## src/rtl/dmem_lsu_if.sv

```systemverilog
// Data-memory bus between the load/store unit (master) and the memory port (slave).
// One outstanding request: req/gnt address phase, then a single rvalid response.
interface dmem_lsu_if;
  logic        data_req_o;
  logic        data_we_o;
  logic [3:0]  data_be_o;
  logic [31:0] data_addr_o;
  logic [31:0] data_wdata_o;
  logic        data_gnt_i;
  logic        data_rvalid_i;
  logic        data_err_i;
  logic [31:0] data_rdata_i;

  modport master (
    output data_req_o, data_we_o, data_be_o, data_addr_o, data_wdata_o,
    input  data_gnt_i, data_rvalid_i, data_err_i, data_rdata_i
  );

  modport slave (
    input  data_req_o, data_we_o, data_be_o, data_addr_o, data_wdata_o,
    output data_gnt_i, data_rvalid_i, data_err_i, data_rdata_i
  );
endinterface

```

## src/rtl/dmem_lsu.sv

```systemverilog
// Load/store unit: one core access at a time, byte/half/word lanes, alignment check,
// bus error and response timeout reporting.
//
// state | meaning
// IDLE  | waiting for i_req; operands latched on acceptance
// REQ   | bus request held until grant
// WAIT  | granted, waiting for rvalid
// DONE  | one-cycle completion pulse with result flags
module dmem_lsu #(
  parameter int unsigned TIMEOUT_CYCLES = 255,
  parameter logic [31:0] ERR_RDATA      = 32'hBABECAFE
) (
  input  logic        clk_i,
  input  logic        rst_i,
  input  logic        i_req,
  input  logic        i_we,
  input  logic [1:0]  i_size,
  input  logic        i_sign_ext,
  input  logic [31:0] i_addr,
  input  logic [31:0] i_wdata,
  output logic        o_busy,
  output logic        o_done,
  output logic [31:0] o_rdata,
  output logic        o_err,
  output logic        o_misaligned,
  dmem_lsu_if.master  bus
);

  localparam int CW = $clog2(TIMEOUT_CYCLES + 1);

  typedef enum logic [1:0] {S_IDLE, S_REQ, S_WAIT, S_DONE} state_t;

  state_t        state, state_nx;
  logic [CW-1:0] cnt_q;
  logic          we_q, sext_q, err_q, mis_q;
  logic [1:0]    size_q;
  logic [31:0]   addr_q, wdata_q, rdata_q;

  logic          misaligned;
  logic          timeout;
  logic [3:0]    be_lat;
  logic [31:0]   wdata_lat;
  logic [31:0]   ld_shift;
  logic [31:0]   load_val;

  assign misaligned = (i_size == 2'b11) ||
                      (i_size == 2'b01 && i_addr[0]) ||
                      (i_size == 2'b10 && i_addr[1:0] != 2'b00);

  // Counter saturates at the limit so a grant on the limit cycle still times out in WAIT.
  assign timeout = (cnt_q == CW'(TIMEOUT_CYCLES));

  always_comb begin
    be_lat    = 4'b0000;
    wdata_lat = wdata_q;
    case (size_q)
      2'b00: begin
        be_lat    = 4'b0001 << addr_q[1:0];
        wdata_lat = {4{wdata_q[7:0]}};
      end
      2'b01: begin
        be_lat    = 4'b0011 << addr_q[1:0];
        wdata_lat = {2{wdata_q[15:0]}};
      end
      2'b10: be_lat = 4'b1111;
      default: be_lat = 4'b0000;
    endcase
  end

  always_comb begin
    ld_shift = bus.data_rdata_i >> {addr_q[1:0], 3'b000};
    case (size_q)
      2'b00:   load_val = {{24{sext_q & ld_shift[7]}}, ld_shift[7:0]};
      2'b01:   load_val = {{16{sext_q & ld_shift[15]}}, ld_shift[15:0]};
      default: load_val = ld_shift;
    endcase
  end

  always_comb begin
    state_nx         = state;
    o_busy           = 1'b0;
    o_done           = 1'b0;
    o_rdata          = '0;
    o_err            = 1'b0;
    o_misaligned     = 1'b0;
    bus.data_req_o   = 1'b0;
    bus.data_we_o    = 1'b0;
    bus.data_be_o    = 4'b0000;
    bus.data_addr_o  = '0;
    bus.data_wdata_o = '0;
    case (state)
      S_IDLE: begin
        if (i_req) state_nx = misaligned ? S_DONE : S_REQ;
      end
      S_REQ: begin
        o_busy           = 1'b1;
        bus.data_req_o   = 1'b1;
        bus.data_we_o    = we_q;
        bus.data_be_o    = be_lat;
        bus.data_addr_o  = {addr_q[31:2], 2'b00};
        bus.data_wdata_o = wdata_lat;
        if (bus.data_gnt_i)  state_nx = S_WAIT;
        else if (timeout)    state_nx = S_DONE;
      end
      S_WAIT: begin
        o_busy = 1'b1;
        if (bus.data_rvalid_i || timeout) state_nx = S_DONE;
      end
      S_DONE: begin
        o_done       = 1'b1;
        o_rdata      = rdata_q;
        o_err        = err_q;
        o_misaligned = mis_q;
        state_nx     = S_IDLE;
      end
      default: state_nx = S_IDLE;
    endcase
  end

  always_ff @(posedge clk_i) begin
    if (rst_i) begin
      state   <= S_IDLE;
      cnt_q   <= '0;
      we_q    <= 1'b0;
      size_q  <= 2'b00;
      sext_q  <= 1'b0;
      addr_q  <= '0;
      wdata_q <= '0;
      rdata_q <= '0;
      err_q   <= 1'b0;
      mis_q   <= 1'b0;
    end else begin
      state <= state_nx;
      case (state)
        S_IDLE: begin
          if (i_req) begin
            we_q    <= i_we;
            size_q  <= i_size;
            sext_q  <= i_sign_ext;
            addr_q  <= i_addr;
            wdata_q <= i_wdata;
            mis_q   <= misaligned;
            err_q   <= 1'b0;
            rdata_q <= '0;
            cnt_q   <= '0;
          end
        end
        S_REQ: begin
          if (!timeout) cnt_q <= cnt_q + CW'(1);
          if (!bus.data_gnt_i && timeout) begin
            err_q   <= 1'b1;
            rdata_q <= we_q ? 32'd0 : ERR_RDATA;
          end
        end
        S_WAIT: begin
          if (!timeout) cnt_q <= cnt_q + CW'(1);
          if (bus.data_rvalid_i) begin
            err_q <= bus.data_err_i;
            if (we_q)                 rdata_q <= '0;
            else if (bus.data_err_i)  rdata_q <= ERR_RDATA;
            else                      rdata_q <= load_val;
          end else if (timeout) begin
            err_q   <= 1'b1;
            rdata_q <= we_q ? 32'd0 : ERR_RDATA;
          end
        end
        default: ;
      endcase
    end
  end

endmodule

```

## src/flat_wrapper.sv

```systemverilog
// flat-port wrapper written by rule: the top's interface ports become plain ports
module dmem_lsu_flat 
#(
  parameter int unsigned TIMEOUT_CYCLES = 255,
  parameter logic [31:0] ERR_RDATA      = 32'hBABECAFE
)
  (clk_i, rst_i, i_req, i_we, i_size, i_sign_ext, i_addr, i_wdata, o_busy, o_done, o_rdata, o_err, o_misaligned, bus_data_req_o, bus_data_we_o, bus_data_be_o, bus_data_addr_o, bus_data_wdata_o, bus_data_gnt_i, bus_data_rvalid_i, bus_data_err_i, bus_data_rdata_i);
  dmem_lsu_if bus_i ();
  input  logic clk_i;
  input  logic rst_i;
  input  logic i_req;
  input  logic i_we;
  input  logic [1:0] i_size;
  input  logic i_sign_ext;
  input  logic [31:0] i_addr;
  input  logic [31:0] i_wdata;
  output logic o_busy;
  output logic o_done;
  output logic [31:0] o_rdata;
  output logic o_err;
  output logic o_misaligned;
  output wire logic [$bits(bus_i.data_req_o)-1:0] bus_data_req_o;
  output wire logic [$bits(bus_i.data_we_o)-1:0] bus_data_we_o;
  output wire logic [$bits(bus_i.data_be_o)-1:0] bus_data_be_o;
  output wire logic [$bits(bus_i.data_addr_o)-1:0] bus_data_addr_o;
  output wire logic [$bits(bus_i.data_wdata_o)-1:0] bus_data_wdata_o;
  input wire logic [$bits(bus_i.data_gnt_i)-1:0] bus_data_gnt_i;
  input wire logic [$bits(bus_i.data_rvalid_i)-1:0] bus_data_rvalid_i;
  input wire logic [$bits(bus_i.data_err_i)-1:0] bus_data_err_i;
  input wire logic [$bits(bus_i.data_rdata_i)-1:0] bus_data_rdata_i;
  assign bus_data_req_o = bus_i.data_req_o;
  assign bus_data_we_o = bus_i.data_we_o;
  assign bus_data_be_o = bus_i.data_be_o;
  assign bus_data_addr_o = bus_i.data_addr_o;
  assign bus_data_wdata_o = bus_i.data_wdata_o;
  assign bus_i.data_gnt_i = bus_data_gnt_i;
  assign bus_i.data_rvalid_i = bus_data_rvalid_i;
  assign bus_i.data_err_i = bus_data_err_i;
  assign bus_i.data_rdata_i = bus_data_rdata_i;
  dmem_lsu #(.TIMEOUT_CYCLES(TIMEOUT_CYCLES), .ERR_RDATA(ERR_RDATA)) u_core (.clk_i(clk_i), .rst_i(rst_i), .i_req(i_req), .i_we(i_we), .i_size(i_size), .i_sign_ext(i_sign_ext), .i_addr(i_addr), .i_wdata(i_wdata), .o_busy(o_busy), .o_done(o_done), .o_rdata(o_rdata), .o_err(o_err), .o_misaligned(o_misaligned), .bus(bus_i));
endmodule
```

## config.mk

```make
export PLATFORM = sky130hd
export DESIGN_NAME = dmem_lsu_flat
export DESIGN_NICKNAME = d
export VERILOG_FILES = /design/src/rtl/dmem_lsu_if.sv /design/src/rtl/dmem_lsu.sv /design/src/flat_wrapper.sv
export SDC_FILE = /design/constraint.sdc
export NUM_CORES = 1
export LEC_CHECK = 0
export CAP_MARGIN = 20
export CORE_ASPECT_RATIO = 0.8
export CORE_MARGIN = 2
export CORE_UTILIZATION = 30
export CTS_BUF_LIST = sky130_fd_sc_hd__clkbuf_8
export CTS_CLUSTER_SIZE = 25
export DETAILED_ROUTE_END_ITERATION = 8
export SLEW_MARGIN = 0
export SYNTH_ARGS = -nofsm -noshare
export SYNTH_HDL_FRONTEND = slang
export SYNTH_SLANG_ARGS = --single-unit
export TNS_END_PERCENT = 1
```

## constraint.sdc

```tcl
create_clock -name clk_i -period 1.85 [get_ports clk_i]
set_clock_uncertainty 0.15 [all_clocks]
set_input_delay 0.2775 -clock clk_i [delete_from_list [all_inputs] [get_ports clk_i]]
set_output_delay 0.2775 -clock clk_i [all_outputs]
set_load 0.02 [all_outputs]
```

==> results of run 1 <==
-- layout by cell type (no fill, tap or decap), types with 20 or more instances in the layout --
cell type          n
nand2_1          171
buf_4            142
dfxtp_1          108
clkdlybuf4s50_1  104
a21oi_1           93
and2_1            72
nor2_1            44
buf_2             31
mux2i_1           30
nor2_4            20
-- layer usage --
layer  GRT usage  part of all wire  vias to the layer above  wire [µm]
li1            -                 -                     3156          -
met1       0.273              0.47                     2883      10100
met2       0.321              0.43                      216       9130
met3      0.0696             0.089                       17       1900
met4      0.0462             0.012                        0        256
met5           0                 0                        -          0
-- critical path: cells and delay by family (launching register included) --
family,cells,cell delay (ns)
buf+inv,3,0.44
compound gates,2,0.42
simple gates,2,0.42
flops,1,0.38
fa+ha+maj,1,0.20
-- power by group through the flow --
stage          clock network, mW  registers [mW]  logic [mW]
2_1_floorplan                  0            3.10        3.07
3_3_place_gp                   0            3.16        5.13
3_5_place_dp                   0            3.16        5.14
4_1_cts                     1.68            3.13        5.79
5_1_grt                     1.76            3.21        6.28
6_report                    1.63            3.15        5.79
-- final cells by class --
cell class              count  area [µm²]
fillers                  1938        9860
multi-input cells         607        3770
well taps                 258         323
inverters                   7        28.8
repair buffers            303        2760
clock inverters             7        86.3
clock buffers               9         124
flip-flops and latches    112        2250
diodes                      1        2.50
-- cell families (layout without fill, tap and decap cells) --
logic type | after synthesis | count (layout)
DFF | 112 | 112
buffers and inverters | 67 | 326
muxes | 39 | 39
xor gates and xnor gates | 6 | 6
AOI/OAI and AO/OA | 186 | 187
and+or+nand+nor | 367 | 367
other | 1 | 3
adders and majority gates | 6 | 6
-- timing repair --
action | 4_1_cts | 5_1_grt
endpoints found under the setup margin | 146 | 154
endpoints found under the hold margin | 0 | 0
gates cloned | 6 | 0
setup buffers | 2 | 0
pin swaps | 5 | 4
resized for setup | 534 | 21
-- sequential cells by signal, indices dropped and copies added (netlist names) --
register and cells:
u_core.sext_q 1, u_core.wdata_q 32, u_core.cnt_q 8, u_core.mis_q 1
u_core.addr_q 32, u_core.state 2, u_core.we_q 1, u_core.err_q 1
u_core.size_q 2, u_core.rdata_q 32
-- metrics by stage --
stage                     area (µm²)  power [mW]  utilization  hold WS, ns
after CTS                       9280        10.6        0.483       0.0452
final                           9340        10.6        0.486       0.0768
after global placement          9040        8.29        0.471        0.288
after global routing            9330        11.3        0.486       0.0902
after floorplan                 6150        6.17            -        0.263
after detailed placement        9040        8.31        0.471        0.292
-- path summary, 6_finish.rpt --
check             cells past startpoint  slack (ns)                         endpoint
setup / recovery                      8       -0.28  u_core.rdata_q[12]$_SDFFE_PP0P_
hold / removal                        2        0.08   u_core.rdata_q[0]$_SDFFE_PP0P_
setup reg to reg                      8       -0.28  u_core.rdata_q[12]$_SDFFE_PP0P_
hold reg to reg                       2        0.31    u_core.addr_q[8]$_SDFFE_PP0P_
==> metrics.md, run 1 <==
| Metric | Value |
|---|---|
| Status | `finished with violations` |
| Failing checks | `negative setup slack` |
| RD Place Congestion | `between 0.8 and 0.9` |
| Sw Ratio | `0.415` |
| Dpl hpwl | `14600 µm` |
| Worst slack at placement | `-0.331 ns` |
| H-Tree Depth | `3` |
| Vias | `6272` |
| Largest family of logic cells by synthesized area | `simple AND/OR/NAND/NOR gates` |
| Mapped Cells | `784` |
| Source-to-sink clock delay at the later pin of the worst-skew pair | `0.40 ns` |
| Worst setup SP type | `register` |
| Psw | `4.38 mW` |
| Hold Crit Start | `rst_i` |
| Vias per inst | `4.81` |
| Async SR Flop Fraction | `0` |
| Worst EP required | `2.00 ns` |
| Clk sink count | `112` |
| Initial antenna violation count | `1` |
| TritonCTS buffer count | `9` |
| Max Root-Sink Buffers | `2` |
| Combinational share of power | `0.548` |
| Multiplexer share of the synthesized area | `0.0675` |
| Distinct cells, synth | `between 50 and 60` |
| Core Region | `19200 µm²` |
| Final std cells w/o fill | `1304` |
| Max-Cap Viols | `0` |
| Pint | `around 6.2 mW` |
| Post-Synth Adder-Cell Area | `0.0126` |
| Sequential area share after synthesis | `0.378` |
| GRT overflow | `0` |
| Delay of the slowest critical-path stage | `between 0.3 and 0.4 ns` |
| Post-Syn Area | `5940 µm²` |
| CTS clk-pin slew, worst paths | `0.12 ns` |
| WL final | `around 21000 µm` |
| RSZ-0062 raised after global routing | `true` |
| Worst hold path type | `input pin to register` |
| Total negative slack | `-19.84 ns` |
| Placed instance count | `1279` |
| Ranking of synthesized cells by area | `dfxtp_1, nand2_1, a21oi_1` |
| DR pass1 iterations | `6` |
| Avg Inst Size Synth | `7.57 µm²` |
| Die X | `161 µm` |
| Synth top cells by count | `nand2_1, dfxtp_1, a21oi_1, and2_1, nor2_1` |
| Part of the power in the clock network | `0.154` |
| Worst Setup SP | `u_core.state[0]$_SDFFE_PP0P_` |
| DR iter-0 viols | `~400` |
| Syn-to-layout area delta | `57.3%` |
| Static Leak | `3.71 nW` |
| Number of global-route vias before repair | `6148` |
| Detail Route Antenna Nets | `0` |
| Routed wire per std cell | `16.4 µm` |
| Synth warn | `0` |
| Peak fanout along the critical path | `23` |
| Cts hold-fix bufs | `0` |
| Final Max Slew Viols | `0` |
| Critical path cell sequence | `ha_4, buf_12, buf_16, nor4_4, a21o_4, nor2_4, buf_12, a22o_1` |
| Placement Rows | `45` |
| Min Tclk post-route | `2.13 ns` |
| Synth area leader | `dfxtp_1` |
| I/O Buffers | `~210` |
| Cell Pwr Density | `approximately 1100 nW/µm²` |
| Flop and latch count out of synthesis | `~110` |
| EDFF count, synth | `0` |
| Nets@finish | `1152` |
| Crit-path most repeated cell | `buf_12` |
| Register share of total power | `0.298` |
| Complex-gate fraction of the synthesized area | `0.194` |
| Largest net degree at the start of global routing | `61` |
| Initial Util | `0.309` |
| Share of layout cells above drive strength 1 | `0.282` |
| # setup viols final | `about 150` |
| Simple logic cell fraction of the synthesized area | `0.287` |
| Crit share post-route | `1.15` |
| Post-synth top area share | `0.378` |
| First-pass GRT wire length | `33700 µm` |
| Final hold vios | `0` |
| Area of the die | `20900 µm²` |
| CP arrival | `roughly 2.3 ns` |
| Post-route DRC | `0` |
| Clock root buffer | `clkbuf_8` |
| Predominant post-synthesis flop cell | `dfxtp_1` |
| Critical path's slowest cell | `dfxtp_4` |
| CTS tree | `done` |
| RR Startpoint | `u_core.state[0]$_SDFFE_PP0P_` |
| Post-synthesis xor/xnor area fraction | `0.00885` |
| Peak VDD IR | `~490 µV` |
| GRT Util Overall | `0.204` |
| Fmax achieved | `469 MHz` |
| Crit path kind | `register to register` |
| Top-Level Pins | `around 210` |
| Setup ws final | `-0.282 ns` |
| Die height | `130 µm` |
| Setup crit end kind | `register` |
| Most common cell in the netlist | `nand2_1` |
No activity file was read; power rests on OpenSTA's default activity.
==> inputs of run 2 (changes only) <==
Settings changed: REMOVE_ABC_BUFFERS from default to 1.
==> run 2 against run 1 <==
The flow still finishes with violations (negative setup slack). Cell count is 0.38% higher. Hold slack better by 0.015 ns. Combinational power hardly changed. Critical endpoint is now bus_data_addr_o[12]. Sequential cell count did not move. Clock power decreased by 4%. Sequential share of layout area decreased by 0.24 points. Sequential power barely moved.
==> metrics.md, run 2 (synthesis results as in run 1) <==
| Metric | Value |
|---|---|
| Clock root buffer | `clkbuf_8` |
| Failing checks | `negative setup slack` |
| Worst EP required | `1.42 ns (-0.58 ns)` |
| Dpl hpwl | `14400 µm (-1.3%)` |
| Crit share post-route | `1.09 (-0.0593)` |
| Crit-path most repeated cell | `buf_12` |
| Core Region | `19200 µm² (unchanged)` |
| Die height | `130 µm (unchanged)` |
| Static Leak | `3.77 nW (+1.7%)` |
| Cts hold-fix bufs | `0 (unchanged)` |
| Cell Pwr Density | `1110 nW/µm² (-1.7%)` |
| Top-Level Pins | `212 (unchanged)` |
| Number of global-route vias before repair | `5897 (-4.1%)` |
| TritonCTS buffer count | `9 (unchanged)` |
| Initial antenna violation count | `0 (-1)` |
| Vias per inst | `4.69 (-2.6%)` |
| # setup viols final | `140 (-3.4%)` |
| Crit path max-delay family | `buffers and inverters` |
| Final Max Slew Viols | `0 (unchanged)` |
| Crit path kind | `register to output port` |
| Biggest regs | `u_core.addr_q x32, u_core.rdata_q x32, u_core.wdata_q x32` |
| Placed instance count | `1281 (+0.16%)` |
| DR iter-0 viols | `297 (-26%)` |
| Final hold vios | `0 (unchanged)` |
| RD Place Congestion | `0.779 (-6.3%)` |
| Status | `finished with violations` |
| Area of the die | `20900 µm² (unchanged)` |
| CTS clk-pin slew, worst paths | `0.11 ns (about the same)` |
| Max Root-Sink Buffers | `2 (unchanged)` |
| Initial Util | `0.309 (unchanged)` |
| Placed cell areas | `8820 µm² (-2.4%)` |
| Hold WS | `0.0918 ns (+0.0150 ns)` |
| Most frequent cells in the layout | `nand2_1, dfxtp_1, clkdlybuf4s50_1` |
| Min Tclk post-route | `2.02 ns (-0.110 ns)` |
| Critical path cell sequence | `inv_4, ha_4, buf_12, buf_12, and2_1, buf_2` |
| Vias | `6134 (-2.2%)` |
| Detail Route Antenna Nets | `0 (unchanged)` |
| DR pass1 iterations | `4 (-2)` |
| Sequential cell area | `2260 µm² (+0.33%)` |
| Design area | `9460 µm² (+1.3%)` |
| Routed wire per std cell | `15.3 µm (-6.7%)` |
| Delay of the slowest critical-path stage | `0.39 ns (about the same)` |
| Slew at the pin closest to its max-slew limit | `~0.53 ns` |
| Peak fanout along the critical path | `22 (-4.3%)` |
| Fillers | `1889 (-2.5%)` |
| Max-Cap Viols | `0 (unchanged)` |
| I/O Buffers | `209 (unchanged)` |
| GRT overflow | `0 (unchanged)` |
| Multi-input gate area | `3770 µm² (+0.17%)` |
| Critical path's slowest cell | `dfxtp_4` |
| Fmax achieved | `495 MHz (+5.4%)` |
| Post-route DRC | `0 (unchanged)` |
| Share of layout cells above drive strength 1 | `0.307 (+0.0250)` |
| First-pass GRT wire length | `31600 µm (-6.2%)` |
| Worst setup SP type | `register` |
| Placement Rows | `45 (unchanged)` |
| H-Tree Depth | `3 (unchanged)` |
| Peak VDD IR | `504 µV (+3.4%)` |
| Antenna Cells | `0 (-1)` |
| CP arrival | `1.59 ns (-0.69 ns)` |
| Die X | `161 µm (unchanged)` |
| CTS tree | `done` |
| Source-to-sink clock delay at the later pin of the worst-skew pair | `0.39 ns (about the same)` |
| Bufs and invs on worst path | `4 (+1)` |
| RSZ-0062 raised after global routing | `true` |
| Setup crit end kind | `output port` |
| Final std cells w/o fill | `1309 (+0.38%)` |
| Relative slew slack | `0.643` |
| Nets@finish | `1158 (+0.52%)` |
| Setup ws final | `-0.172 ns (+0.110 ns)` |
| Largest net degree at the start of global routing | `70 (+15%)` |
| Commonest non-fill, non-tap cell in the layout | `nand2_1` |
| Syn-to-layout area delta | `59.4%` |
| Clk sink count | `112 (unchanged)` |
| WL final | `20100 µm (-6.3%)` |
| GRT Util Overall | `0.190 (-0.0141)` |
| Worst hold path type | `input pin to register` |
==> run 2: cell count changes in the layout (fill, tap and decap cells not counted), sizes merged <==
cell,previous run,this run
buf,197,206
bufbuf,2,0
clkinv,1,4
a21o,3,2
inv,11,9
clkinvlp,1,0
diode,1,0
==> run 2: worst paths after layout <==
| kind | from | to | slack [ns] | cells after the start |
|---|---|---|---|---|
| setup / recovery | u_core.state[1]$_SDFFE_PP0P_ | bus_data_addr_o[12] | -0.17 | 6 |
| hold / removal | rst_i | u_core.cnt_q[0]$_SDFFE_PP0P_ | 0.09 | 2 |
| setup reg to reg | u_core.state[1]$_SDFFE_PP0P_ | u_core.rdata_q[21]$_SDFFE_PP0P_ | -0.15 | 8 |
| hold reg to reg | u_core.addr_q[18]$_SDFFE_PP0P_ | u_core.addr_q[18]$_SDFFE_PP0P_ | 0.31 | 2 |
==> run 2: cell type report <==
| class | instances | area share |
|---|---|---|
| clock buffer | 9 | 0.0131 |
| sequential | 112 | 0.239 |
| inverter | 7 | 0.00410 |
| multi-input combinational | 606 | 0.399 |
| clock inverter | 7 | 0.00833 |
| timing repair buffer | 310 | 0.303 |
| tap | 258 | 0.0341 |
==> run 2: where the power goes <==
| group | internal (mW) | switching [mW] | leakage, nW |
|---|---|---|---|
| combinational | 2.73 | 3.04 | 2.75 |
| sequential | 2.88 | 0.309 | 0.917 |
| clock | 0.642 | 0.932 | 0.104 |
==> run 2: layer usage <==
metal	share of wire	vias to the layer above	track usage	wire length, µm
met2	0.44	149	0.297	8820
met1	0.49	2813	0.265	9740
met5	0	-	0	0
met4	0.0088	0	0.0368	177
met3	0.067	11	0.0518	1340
li1	-	3161	-	-
==> run 2: stage by stage <==
step                      total power [mW]  TNS, ns  utilization  setup WS, ns
after CTS                             10.3   -17.95        0.478        -0.207
after global placement                7.92   -32.15        0.459        -0.323
final                                 10.5   -17.42        0.493        -0.172
after floorplan                       5.61   -80.45            -        -0.714
after global routing                  11.2   -27.05        0.493        -0.247
after detailed placement              7.96   -36.98        0.459        -0.349
==> run 2: timing repair <==
action,4_1_cts,5_1_grt
setup buffers,7,3
gates resized for setup,574,74
endpoints found under the hold margin,0,0
pin swaps,33,8
setup endpoints to repair,147,146
cloned,2,0
==> inputs of run 3 (changes only) <==
Settings changed: CORE_ASPECT_RATIO 0.8 to 2.
==> run 3 against run 2 <==
The run still ends with negative setup slack left. Total power down 7.5%. Register-to-register slack worse by 0.02 ns. Core utilization fell by 1.8 points. Critical path depth up 3. Sequential power about the same. Via count increased by 1.6%. First-iteration DRC count shrank 30%. Sequential share of layout area increased by 0.65 points. Wire length grew 3.8%. Critical path type is now register to register. Critical endpoint is now u_core.rdata_q[12]$_SDFFE_PP0P_. Largest cell class unchanged.
==> metrics.md, run 3 (synthesis results as in run 1) <==
| Metric | Value |
|---|---|
| Detail Route Antenna Nets | `0 (unchanged)` |
| Worst EP required | `1.99 ns (+0.57 ns)` |
| Reg2reg path depth | `9 (+1)` |
| WHS Endpoint | `u_core.state[0]$_SDFFE_PP0P_` |
| Routed wire per std cell | `16.0 µm (+4.2%)` |
| I/O Buffers | `209 (unchanged)` |
| RD Place Congestion | `0.820 (+5.1%)` |
| Max-Cap Viols | `0 (unchanged)` |
| Initial antenna violation count | `2 (+2)` |
| Area of the die | `21000 µm² (+0.29%)` |
| Relative slew slack | `0.611 (-0.0324)` |
| Final Util | `0.475 (-0.0177)` |
| Dpl hpwl | `15900 µm (+11%)` |
| RR Endpoint | `u_core.rdata_q[12]$_SDFFE_PP0P_` |
| Clock root buffer | `clkbuf_8` |
| Crit share post-route | `1.09 (+0.00136)` |
| TritonCTS buffer count | `9 (unchanged)` |
| Commonest non-fill, non-tap cell in the layout | `nand2_1` |
| Peak VDD IR | `590 µV (+17%)` |
| Failing checks | `negative setup slack` |
| GRT Util Overall | `0.198 (+0.00826)` |
| Setup crit end kind | `register` |
| Die X | `103 µm (-36%)` |
| Top-Level Pins | `212 (unchanged)` |
| Status | `finished with violations` |
| Share of layout cells above drive strength 1 | `0.261 (-0.0458)` |
| Largest net degree at the start of global routing | `63 (-10%)` |
| WL final | `20900 µm (+3.8%)` |
| Sequential cell area | `2250 µm² (-0.11%)` |
| DR iter-0 viols | `207 (-30%)` |
| Vias per inst | `4.77 (+1.9%)` |
| CTS clk-pin slew, worst paths | `0.11 ns (about the same)` |
| Peak fanout along the critical path | `8 (-64%)` |
| Core Region | `19400 µm² (+0.88%)` |
| Fmax achieved | `494 MHz (-0.12%)` |
| Total negative slack | `-11.01 ns (+6.41 ns)` |
| Fillers | `1919 (+1.6%)` |
| Biggest regs | `u_core.addr_q x32, u_core.rdata_q x32, u_core.wdata_q x32` |
| Cell Pwr Density | `1060 nW/µm² (-4.9%)` |
| Post-route DRC | `0 (unchanged)` |
| Initial Util | `0.306 (-0.00270)` |
| Static Leak | `3.67 nW (-2.7%)` |
| RR Startpoint | `u_core.state[0]$_SDFFE_PP0P_` |
| Crit path kind | `register to register` |
| Multi-input gate area | `3560 µm² (-5.7%)` |
| CP arrival | `2.16 ns (+0.57 ns)` |
| Hold depth | `2 (unchanged)` |
| Final Max Slew Viols | `0 (unchanged)` |
| Min Tclk post-route | `2.02 ns (+0.00252 ns)` |
| Syn-to-layout area delta | `55.0%` |
| CTS tree | `done` |
| Final hold vios | `0 (unchanged)` |
| Nets@finish | `1152 (-0.52%)` |
| Die height | `203 µm (+56%)` |
| Slew at the pin closest to its max-slew limit | `0.581 ns (+0.0484 ns)` |
| Worst setup SP type | `register` |
| Placement Rows | `72 (+60%)` |
| Vias | `6231 (+1.6%)` |
| # setup viols final | `143 (+2.1%)` |
| DR pass1 iterations | `4 (unchanged)` |
| Hold Crit Start | `rst_i` |
| First-pass GRT wire length | `32100 µm (+1.5%)` |
| Most frequent cells in the layout | `nand2_1, dfxtp_1, clkdlybuf4s50_1` |
| Design Power | `9.74 mW (-7.5%)` |
| Clk sink count | `112 (unchanged)` |
| Setup ws final | `-0.175 ns (-0.00252 ns)` |
| H-Tree Depth | `3 (unchanged)` |
| GRT overflow | `0 (unchanged)` |
| Source-to-sink clock delay at the later pin of the worst-skew pair | `0.39 ns (about the same)` |
| R2R setup slack | `-0.17 ns (-0.02 ns)` |
| Number of global-route vias before repair | `6149 (+4.3%)` |
| RSZ-0062 raised after global routing | `true` |
| Worst hold path type | `input pin to register` |
| Max Root-Sink Buffers | `2 (unchanged)` |
| Cts hold-fix bufs | `0 (unchanged)` |
-- run 3: changes by cell type in the layout (fill, tap and decap cells not counted), sizes merged --
cell	change
buf	-12
bufinv	-1
clkdlybuf4s15	+6
clkinv	-3
diode	+2
inv	+3
-- run 3: final cells by class --
| class | instances | share of cell area |
|---|---|---|
| clock buffers | 9 | 0.0135 |
| multi-input cells | 606 | 0.387 |
| repair buffers | 304 | 0.314 |
| flip-flops and latches | 112 | 0.245 |
| diodes | 2 | 0.000544 |
| inverters | 7 | 0.00286 |
| well taps | 259 | 0.0352 |
| clock inverters | 6 | 0.00258 |
-- run 3: critical path, stage by stage (launching register included) --
cell     delay [ns]
dfxtp_4        0.41
inv_2          0.06
ha_2           0.19
and2b_1        0.18
nor4_2         0.22
a21o_2         0.18
buf_12         0.13
nor2_4         0.05
buf_6          0.13
a22o_1         0.22
-- run 3: worst max-delay path by stage --
| stage | startpoint | to | slack, ns |
|---|---|---|---|
| floorplan | u_core.state[1]$_SDFFE_PP0P_ | u_core.rdata_q[25]$_SDFFE_PP0P_ | -0.71 |
| global placement | u_core.size_q[0]$_SDFFE_PP0P_ | bus_data_wdata_o[30] | -0.36 |
| detailed placement | u_core.size_q[0]$_SDFFE_PP0P_ | bus_data_wdata_o[30] | -0.40 |
| CTS | u_core.size_q[0]$_SDFFE_PP0P_ | bus_data_wdata_o[30] | -0.18 |
| global route | u_core.size_q[0]$_SDFFE_PP0P_ | bus_data_wdata_o[25] | -0.28 |
| finish | u_core.state[0]$_SDFFE_PP0P_ | u_core.rdata_q[12]$_SDFFE_PP0P_ | -0.17 |
-- run 3: report_power, final --
| part | switching [mW] | internal, mW | leakage, nW |
|---|---|---|---|
| combinational | 2.85 | 2.44 | 2.66 |
| clock | 0.828 | 0.460 | 0.0953 |
| sequential | 0.290 | 2.87 | 0.917 |
| total | 3.97 | 5.77 | 3.67 |
-- run 3: metal layers --
metal,global-route usage,up-vias,wire length [µm],part of all wire
met2,0.373,174,11400,0.55
met5,0,-,0,0
met4,0.0987,0,946,0.045
li1,-,3145,-,-
met3,0.0299,39,927,0.044
met1,0.203,2873,7560,0.36
-- run 3: what timing repair did --
action / CTS / global route
gates cloned: 0 / 0
pin swaps: 7 / 14
endpoints found under the setup margin: 147 / 161
setup buffers: 2 / 1
resized for setup: 519 / 84
-- run 3: metrics by stage --
stage	cell area, µm²	setup slack, ns	hold slack (ns)	cells
after floorplan	5660	-0.714	0.197	725
after global placement	8880	-0.359	0.287	1285
after detailed placement	8880	-0.401	0.292	1285
after CTS	8920	-0.183	0.0497	1302
after global routing	9200	-0.280	0.0246	1305
final	9200	-0.175	0.0382	1305
